**src/rtl/gcttt_pkg.sv**
```systemverilog
// gcttt_pkg: shared definitions for the grid-coordinate interrupt queue.
//   COORD_W_DEF   - default width of one board coordinate
//   MAX_COORD_DEF - default highest legal coordinate (3x3 board: 0..8)
//   int_state_e   - interrupt handshake FSM states
package gcttt_pkg;

    localparam int COORD_W_DEF   = 4;
    localparam int MAX_COORD_DEF = 8;

    typedef enum logic [1:0] {
        IDLE = 2'd0,
        PEND = 2'd1,
        ACK  = 2'd2
    } int_state_e;

endpackage

```
**src/rtl/coord_fifo.sv**
```systemverilog
// coord_fifo: synchronous circular buffer of board coordinates.
//   clk, rst   - clock, async active-low reset
//   push/wdata - enqueue wdata (ignored when full unless pop is also high)
//   pop        - dequeue head (ignored when empty)
//   rdata      - current head entry (meaningful only when !empty)
//   count      - entries held; full/empty derived from it
module coord_fifo #(
    parameter int COORD_W = 4,
    parameter int DEPTH   = 4,
    localparam int PW     = $clog2(DEPTH),
    localparam int CW     = $clog2(DEPTH + 1)
) (
    input  logic               clk,
    input  logic               rst,
    input  logic               push,
    input  logic               pop,
    input  logic [COORD_W-1:0] wdata,
    output logic [COORD_W-1:0] rdata,
    output logic [CW-1:0]      count,
    output logic               full,
    output logic               empty
);
    import gcttt_pkg::*;

    localparam logic [CW-1:0] DEPTH_C = CW'(DEPTH);

    logic [DEPTH-1:0][COORD_W-1:0] mem_q, mem_d;
    logic [PW-1:0]                 wr_ptr_q, wr_ptr_d;
    logic [PW-1:0]                 rd_ptr_q, rd_ptr_d;
    logic [CW-1:0]                 count_q, count_d;
    logic                          do_push, do_pop;

    assign count = count_q;
    assign full  = (count_q == DEPTH_C);
    assign empty = (count_q == '0);
    assign rdata = mem_q[rd_ptr_q];

    always_comb begin
        mem_d    = mem_q;
        wr_ptr_d = wr_ptr_q;
        rd_ptr_d = rd_ptr_q;
        count_d  = count_q;
        // A pop frees a slot in the same cycle, so a full queue may still accept.
        do_pop   = pop && !empty;
        do_push  = push && (!full || do_pop);
        if (do_push) begin
            mem_d[wr_ptr_q] = wdata;
            wr_ptr_d        = wr_ptr_q + PW'(1);
        end
        if (do_pop) begin
            rd_ptr_d = rd_ptr_q + PW'(1);
        end
        case ({do_push, do_pop})
            2'b10:   count_d = count_q + CW'(1);
            2'b01:   count_d = count_q - CW'(1);
            default: count_d = count_q;
        endcase
    end

    always_ff @(posedge clk or negedge rst) begin
        if (!rst) begin
            mem_q    <= '0;
            wr_ptr_q <= '0;
            rd_ptr_q <= '0;
            count_q  <= '0;
        end else begin
            mem_q    <= mem_d;
            wr_ptr_q <= wr_ptr_d;
            rd_ptr_q <= rd_ptr_d;
            count_q  <= count_d;
        end
    end

endmodule

```
**src/rtl/coord_int_queue.sv**
```systemverilog
// coord_int_queue: buffers range-checked board coordinates from the IPU and
// interrupts the processor once per queued entry.
//   clk, rst          - clock, async active-low reset
//   write_en/coord_in - IPU write strobe and coordinate
//   int_ack, ipu_int  - processor acknowledge level / interrupt request
//   clr_ovf           - clears sticky overflow
//   coord_out         - head entry (last head when empty)
//   count/full/empty  - queue occupancy
//   overflow          - sticky: legal write dropped on a full queue
//   bad_coord         - one-cycle pulse after an out-of-range write
module coord_int_queue
    import gcttt_pkg::*;
#(
    parameter int COORD_W   = COORD_W_DEF,
    parameter int DEPTH     = 4,
    parameter int MAX_COORD = MAX_COORD_DEF,
    localparam int CW       = $clog2(DEPTH + 1)
) (
    input  logic               clk,
    input  logic               rst,
    input  logic               write_en,
    input  logic [COORD_W-1:0] coord_in,
    input  logic               int_ack,
    input  logic               clr_ovf,
    output logic               ipu_int,
    output logic [COORD_W-1:0] coord_out,
    output logic [CW-1:0]      count,
    output logic               full,
    output logic               empty,
    output logic               overflow,
    output logic               bad_coord
);

    localparam logic [COORD_W-1:0] MAX_C = COORD_W'(MAX_COORD);

    int_state_e         state_q, state_d;
    logic               overflow_q, overflow_d;
    logic               bad_coord_q, bad_coord_d;
    logic [COORD_W-1:0] last_q, last_d;
    logic [COORD_W-1:0] head;
    logic               legal_wr, push, pop;

    assign legal_wr = write_en && (coord_in <= MAX_C);
    // Pop happens only on the acknowledge edge out of PEND, so a held
    // int_ack retires exactly one entry and an empty pop is impossible.
    assign pop      = (state_q == PEND) && int_ack;
    assign push     = legal_wr && (!full || pop);

    coord_fifo #(
        .COORD_W (COORD_W),
        .DEPTH   (DEPTH)
    ) u_fifo (
        .clk   (clk),
        .rst   (rst),
        .push  (push),
        .pop   (pop),
        .wdata (coord_in),
        .rdata (head),
        .count (count),
        .full  (full),
        .empty (empty)
    );

    always_comb begin
        state_d = state_q;
        case (state_q)
            IDLE:    if (!empty)  state_d = PEND;
            PEND:    if (int_ack) state_d = ACK;
            ACK:     if (!int_ack) state_d = IDLE;
            default: state_d = IDLE;
        endcase
    end

    always_comb begin
        overflow_d  = clr_ovf ? 1'b0 : overflow_q;
        // A new drop wins over a simultaneous clear.
        if (legal_wr && full && !pop) overflow_d = 1'b1;
        bad_coord_d = write_en && (coord_in > MAX_C);
        // Remember the head so coord_out keeps it once the queue drains.
        last_d      = empty ? last_q : head;
    end

    always_ff @(posedge clk or negedge rst) begin
        if (!rst) begin
            state_q     <= IDLE;
            overflow_q  <= 1'b0;
            bad_coord_q <= 1'b0;
            last_q      <= '0;
        end else begin
            state_q     <= state_d;
            overflow_q  <= overflow_d;
            bad_coord_q <= bad_coord_d;
            last_q      <= last_d;
        end
    end

    assign ipu_int   = (state_q == PEND);
    assign coord_out = empty ? last_q : head;
    assign overflow  = overflow_q;
    assign bad_coord = bad_coord_q;

endmodule

```
**config.mk**
```make
export PLATFORM = sky130hd
export DESIGN_NAME = coord_int_queue
export DESIGN_NICKNAME = d
export VERILOG_FILES = /design/src/rtl/gcttt_pkg.sv /design/src/rtl/coord_fifo.sv /design/src/rtl/coord_int_queue.sv
export SDC_FILE = /design/constraint.sdc
export NUM_CORES = 1
export LEC_CHECK = 0
export BUFFER_PORTS_ARGS = -buffer_cell sky130_fd_sc_hd__buf_2
export CAP_MARGIN = 20
export CORE_MARGIN = 3
export CORE_UTILIZATION = 50
export DETAILED_ROUTE_END_ITERATION = 10
export PLACE_DENSITY = 0.71
export SYNTH_ARGS = -nofsm -noshare
export SYNTH_HDL_FRONTEND = slang
export SYNTH_HIERARCHICAL = 1
export SYNTH_SLANG_ARGS = --single-unit
```
**constraint.sdc**
```tcl
create_clock -name clk -period 3.22 [get_ports clk]
set_input_delay 0.644 -clock clk [delete_from_list [all_inputs] [get_ports clk]]
set_output_delay 0.644 -clock clk [all_outputs]
set_load 0.02 [all_outputs]
```
==> results.md, run 1 <==
- Outcome: finished clean
- Class of the most critical setup path: flop to output port
- Finished Cell Area: 0.00176 mm²
- Chip Width: about 60 µm
- Total count of max-transition violations in the final report: 0
- Net count of the mapped netlist: around 130
- Number of antenna repair diodes: 0
- Total of hold buffers inserted after clock tree synthesis: 0
- Routed wirelength normalized by instance count: approximately 16 µm
- Overall power of the completed layout: approximately 1900 µW
- Leakage dissipation: approximately 0.00081 µW
- Max frequency: ~370 MHz
- Post-DP Area: 0.00167 mm²
- Gate family responsible for the most delay along the worst path: simple AND/OR/NAND/NOR gates
- Highest net fanout along the worst path: 7
- Number of I/O port buffers: 20
- Via count of the first global-routing pass: approximately 1000
- Critical-path cell with the highest stage delay: nor3_1
- Most used DFF post-synth: dfrtp_1
- Post-Route WL: about 2800 µm
- Post-CTS repair timing setup buffer count: 0
- Number of routed nets with antenna violations: 0
- Initial Util: between 50% and 60%
- Distinct cell type count after synthesis: 33
- Unrepaired setup endpoints after global routing: no
- Critical path startpoint category: flop
- Count of filler cells inserted in the layout: around 230
- I/O pins: 21
- Post-synthesis instance total: approximately 120
- Async set or reset register ratio after synthesis: 100%
- Main combinational cell family by area after synthesis: multiplexers
- Adder-Cell Fraction of Synth Area: roughly 4.6%
- Yosys synthesis warning count: 6
- Clock tree skew after final layout: between 0.008 and 0.009 ns
- Number of antenna violations at the first check in global routing: 0
- Crit path time final: 2.71 ns
- Transition time of the tightest slew-check pin: about 0.68 ns
- Buffers and inverters on the worst path: 2
- Vertical die dimension: 61.4 µm
- Via density: 5.62
- H-tree level count: 2
- Number of nets in the layout: ~160
- Min Hold Slack: around 0.34 ns
- Routed via count: 989
- Mux contribution to synthesized area: between 20% and 30%
- Wire length of the first global-routing pass: ~4800 µm
- Core Rows: 19
- Clock edge transition at the registers on the reported setup and hold paths: around 0.1 ns
- Largest net degree at the start of global routing: 32
- Share of final-layout standard cells stronger than drive strength 1: about 41%
- Worst hold path class: primary input to asynchronous set/reset pin
- Remaining design rule violation count: 0
- TritonCTS Buffers: 5
- Drt initial violations: 40
- Root buffer selected by CTS: clkbuf_4
- HPWL after DPL: approximately 2000 µm
- Placer congestion estimate: approximately 0.72
- Most frequent standard cell in the layout excluding fill and tap cells: dfrtp_1
- Number of optimization iterations in the first detailed-route pass: 4
- Core region area: between 0.002 and 0.003 mm²
- Largest buffer count on any clock path: 2
- Number of setup violations in the final report: 0
- Die footprint: 0.00377 mm²
- Compound-gate portion of the synthesized area: under 10%
- Final period util: about 84%
- Post-synthesis instance area: 0.00153 mm²
- Congestion Overflow GR: 0
- Total negative slack: 0 ns
- Data required, critical path: around 2.6 ns
- Number of clock sinks: 31
- Area growth, synth to finish: 14.7%
- Max incr delay on CP: roughly 0.50 ns
- Simple logic cell fraction of the synthesized area: a little under an eighth
- Clock insertion delay at the later pin of the skew report: ~0.33 ns
- Worst VDD drop: roughly 530 µV
- Post-CTS sizing: 0
- PD cells: approximately 1100 mW/mm²
- Final Hold Violating Endpoints: 0
- Clock tree from TritonCTS: built
- Endpoint arrival time on the critical path: between 2 and 2.5 ns
- Mean cell area of the mapped netlist: between 10 and 15 µm²
- Worst path cell trace: nor3_1 -> buf_4 -> mux2_2 -> buf_2
- Commonest non-fill, non-tap cells in the layout: dfrtp_1, mux2_2, buf_2, inv_1, nor2_1
- Global-route total usage across every layer: ~18%
- Post-synth EDFFs: 0
- Post-synthesis sequential area ratio: about half
- Normalized max-slew margin: between 50% and 60%
- Number of max-cap violations: 0
- Flip-flop and latch count after synthesis: 31
- Crit path capture type: output port
- Synth Area in XOR/XNOR: 2.85%
==> cell type report <==
cell class	instances	area, µm²	area share, %
Timing Repair Buffer	22	115	6.54
Inverter	7	26.3	1.49
Clock inverter	2	35.0	1.99
Sequential cell	31	776	44.1
Multi-Input combinational cell	77	717	40.8
Tap cell	31	38.8	2.20
Clock buffer	6	51.3	2.92
==> layer usage <==
metal | track usage, % | share of wire, % | up-vias
li1 | - | - | 471
met3 | 4.40 | 3.7 | 8
met1 | 21.8 | 45 | 492
met2 | 30.2 | 49 | 18
met5 | 0 | 0 | -
met4 | 7.27 | 2.0 | 0
==> registers in the layout (all words and copies together) (netlist names) <==
signal	flops
u_fifo/rd_ptr_q	2
bad_coord	1
u_fifo/wr_ptr_q	2
state_q	2
u_fifo/count	3
u_fifo/mem_q	16
last_q	4
overflow	1
==> worst reg2reg max path, delay by kind of cell, from the launching register on <==
family,cells,cell delay [ns]
DFF,1,0.48
AOI/OAI and AO/OA,3,0.53
and+or+nand+nor,3,0.78
buffers and inverters,1,0.25
adders and majority gates,1,0.42
==> cell usage after synthesis (2+ instances only) <==
master	instances	area (µm²)
inv_1	7	26.3
buf_2	3	15.0
nand2_1	6	22.5
mux2_2	21	236
xor2_1	2	17.5
nor2b_1	3	18.8
ha_1	4	50.1
nand3b_1	2	15.0
xnor2_1	3	26.3
nand2b_1	3	18.8
nor2_1	7	26.3
mux4_2	4	90.1
a211oi_1	2	15.0
nand3_1	2	10.0
dfrtp_1	31	776
==> cells by family (layout without fill, tap and decap cells) <==
logic type / Yosys count / after routing
adders and majority gates: 5 / 5
buffers and inverters: 10 / 37
and+or+nand+nor: 30 / 30
DFF: 31 / 31
AOI/OAI and AO/OA: 12 / 12
xor gates and xnor gates: 5 / 5
muxes: 25 / 25
==> through the flow <==
step                      setup WS (ns)  utilization (%)  cells
after floorplan                   0.446                -    118
after global placement            0.631             59.1    168
after detailed placement          0.530             59.1    168
after CTS                         0.464             62.2    176
after global routing              0.407             62.2    176
final                             0.514             62.2    176
==> where the power goes <==
part	switching (µW)	internal (µW)	total (µW)
Clock	138	183	321
Combinational	416	443	859
Sequential	156	578	734
==> path summary, 6_finish.rpt <==
check / startpoint / endpoint / slack [ns] / cells past startpoint
max in group asynchronous: rst / u_fifo/wr_ptr_q[0] / 2.44 / 1
min reg2reg: state_q[1] / state_q[0] / 0.48 / 1
min in group clk: state_q[1] / state_q[0] / 0.48 / 1
min: rst / bad_coord / 0.34 / 1
max: u_fifo/count[1] / coord_out[0] / 0.51 / 4
max reg2reg: u_fifo/count[1] / u_fifo/count[1] / 0.69 / 8
Power figures use the tool's default switching activity.
==> inputs of run 2 (changes only) <==
--- a/config.mk
+++ b/config.mk
@@ -5,12 +5,13 @@
 export SDC_FILE = /design/constraint.sdc
 export NUM_CORES = 1
 export LEC_CHECK = 0
+export ABC_AREA = 1
 export BUFFER_PORTS_ARGS = -buffer_cell sky130_fd_sc_hd__buf_2
 export CAP_MARGIN = 20
 export CORE_MARGIN = 3
 export CORE_UTILIZATION = 50
 export DETAILED_ROUTE_END_ITERATION = 10
-export PLACE_DENSITY = 0.71
+export PLACE_DENSITY = 0.74
 export SYNTH_ARGS = -nofsm -noshare
 export SYNTH_HDL_FRONTEND = slang
 export SYNTH_HIERARCHICAL = 1
==> constraint.sdc (replaced) <==
create_clock -name clk -period 2.44 [get_ports clk]
set_input_delay 0.488 -clock clk [delete_from_list [all_inputs] [get_ports clk]]
set_output_delay 0.488 -clock clk [all_outputs]
set_load 0.02 [all_outputs]
==> run 2 against run 1 <==
Net effect: clock power rose by 27%; hold slack got worse by 0.14 ns; critical path depth rose by 1; first-iteration DRC count rose by 40%; non-clock buffer count fell by 1; register-to-register slack got worse by 0.26 ns; largest power group unchanged.
==> results.md, run 2 <==
- Outcome: finished clean
- Transition time of the tightest slew-check pin: between 0.6 and 0.7 ns
- Root buffer selected by CTS: clkbuf_4
- Async set or reset register ratio after synthesis: between 90% and 100%
- Finished Cell Area: 0.00172 mm²
- Routed wirelength normalized by instance count: between 10 and 15 µm
- Leading cell types by total area after synthesis: dfrtp_1, nand2_1, inv_1
- Number of antenna violations at the first check in global routing: 0
- Max FFs per register: 16
- Placed instance count: approximately 220
- Yosys synthesis warning count: 6
- Number of routed nets with antenna violations: 0
- Core Rows: 19
- Post-Route WL: around 2800 µm
- Post-CTS sizing: 0
- Final core occ: roughly three fifths
- Number of nets in the layout: ~210
- Number of max-cap violations: 0
- Clock tree from TritonCTS: built
- Unrepaired setup endpoints after global routing: no
- Total count of max-transition violations in the final report: 0
- Register with the highest flop count: u_fifo/mem_q
- Worst VDD drop: slightly below 600 µV
- Max frequency: 439 MHz
- Post-synth EDFFs: 0
- Remaining design rule violation count: 0
- Distinct cell type count after synthesis: 21
- Final instance count without filler cells: ~220
- Post-DP Area: around 0.0016 mm²
- Number of antenna repair diodes: 0
- Core region area: approximately 0.0028 mm²
- Critical path startpoint category: flop
- Post-synthesis sequential area ratio: 51.8%
- Leakage dissipation: around 0.00094 µW
- Cell internal power dissipation: around 1400 µW
- Wire length of the first global-routing pass: between 4000 and 5000 µm
- HPWL after DPL: about 2100 µm
- Drt initial violations: 56
- Normalized max-slew margin: between 50% and 60%
- Largest buffer count on any clock path: 2
- Congestion Overflow GR: 0
- Net count of the mapped netlist: ~180
- Mean cell area of the mapped netlist: ~9.1 µm²
- PD cells: approximately 1400 mW/mm²
- Post-CTS repair timing setup buffer count: 0
- Total of hold buffers inserted after clock tree synthesis: 0
- Total negative slack: 0 ns
- TritonCTS Buffers: 5
- Synth area leader: dfrtp_1
- Die footprint: 0.00369 mm²
- Most used DFF post-synth: dfrtp_1
- Commonest non-fill, non-tap cells in the layout: dfrtp_1, nand2_1, inv_1, buf_2, o21ai_1
- Via count of the first global-routing pass: around 1100
- Crit path time final: around 2.3 ns
- Synth cell count leaders: dfrtp_1, nand2_1, inv_1
- Most frequent standard cell in the layout excluding fill and tap cells: dfrtp_1
- Share of final-layout standard cells stronger than drive strength 1: approximately 25%
- Routed via count: 1147
- Number of setup violations in the final report: 0
- Number of I/O port buffers: 20
- Number of optimization iterations in the first detailed-route pass: 4
- Number of clock sinks: 31
- Final Hold Violating Endpoints: 0
- Crit path capture type: output port
- Share of power burned in registers: a little under two fifths
- Global-route total usage across every layer: 17.6%
- Flip-flop and latch count after synthesis: 31
- Highest net fanout along the worst path: 10
- Top-count cell post-synth: dfrtp_1
- Reported net switching power: roughly 1000 µW
- Endpoint arrival time on the critical path: between 1.5 and 2 ns
- Final period util: between 90% and 100%
- Post-synthesis instance area: between 0.001 and 0.0015 mm²
- Vertical die dimension: 60.7 µm
- Chip Width: around 60 µm
- Data required, critical path: between 1.5 and 2 ns
- I/O pins: 21
- Min Hold Slack: around 0.20 ns
- H-tree level count: 2
- Clock edge transition at the registers on the reported setup and hold paths: 0.09 ns
- Switching share of total power: between 40% and 50%
- Clock insertion delay at the later pin of the skew report: 0.32 ns
- Class of the most critical setup path: flop to output port
- Largest net degree at the start of global routing: 32
- Clock tree skew after final layout: slightly above 0.003 ns
- Area share of the largest cell type after synthesis: 51.8%
- Worst hold path class: primary input to asynchronous set/reset pin
- Clock Power Share: between 10% and 20%
- Initial Util: between 50% and 60%
- Post-synthesis instance total: between 150 and 200
- Placer congestion estimate: 0.764
- Via density: 5.14
- Area growth, synth to finish: 15.2%
- Logic pwr share: a little under half
==> run 2: final cells by class <==
cell class / instances / area (µm²)
multi-input combinational: 107 / 617
timing repair buffer: 21 / 108
tap: 31 / 38.8
fill: 248 / 1080
inverter: 25 / 98.8
clock buffer: 6 / 51.3
sequential: 31 / 776
clock inverter: 2 / 35.0
==> run 2: metal layers <==
layer / share of wire, % / track usage, % / up-vias
met5: 0 / 0 / -
met1: 46 / 21.8 / 539
met4: 0.76 / 8.36 / 0
li1: - / - / 583
met3: 3.7 / 5.11 / 2
met2: 50 / 28.2 / 23
==> run 2: logic make-up after synthesis <==
kind of cell	after synthesis	synth area share [%]
buf+inv	26	6.94
compound gates	33	11.5
xor+xnor	3	1.76
fa+ha+maj	5	4.68
simple gates	62	20.2
mux	4	3.01
flops	31	51.8
==> run 2: final timing paths <==
path / start / endpoint / slack [ns] / cells past startpoint
max: u_fifo/rd_ptr_q[0] / coord_out[0] / 0.16 / 5
min: rst / u_fifo/count[0] / 0.20 / 1
max reg2reg: u_fifo/count[0] / u_fifo/count[2] / 0.43 / 14
min reg2reg: overflow / overflow / 0.50 / 2
max in group asynchronous: rst / u_fifo/mem_q[10] / 1.81 / 1
min in group clk: write_en / bad_coord / 0.40 / 3
==> run 2: power groups by stage <==
stage,combinational [µW],clock (µW),sequential (µW)
2_1_floorplan,844,0,911
3_3_place_gp,1090,0,917
3_5_place_dp,1130,0,936
4_1_cts,1130,422,926
5_1_grt,1280,443,956
6_report,1120,407,925
==> run 2: stage by stage <==
| stage | setup slack, ns | total power, µW |
|---|---|---|
| final | 0.163 | 2450 |
| after floorplan | 0.359 | 1760 |
| after global placement | 0.498 | 2010 |
| after global routing | 0.00648 | 2680 |
| after detailed placement | 0.412 | 2070 |
| after CTS | 0.167 | 2480 |
==> run 2: worst max-delay path: stages (launching register included) <==
cell and delay [ns]:
dfrtp_1 0.51, inv_1 0.21, o21ai_0 0.23, o22ai_1 0.09, mux2_2 0.27, buf_2 0.16
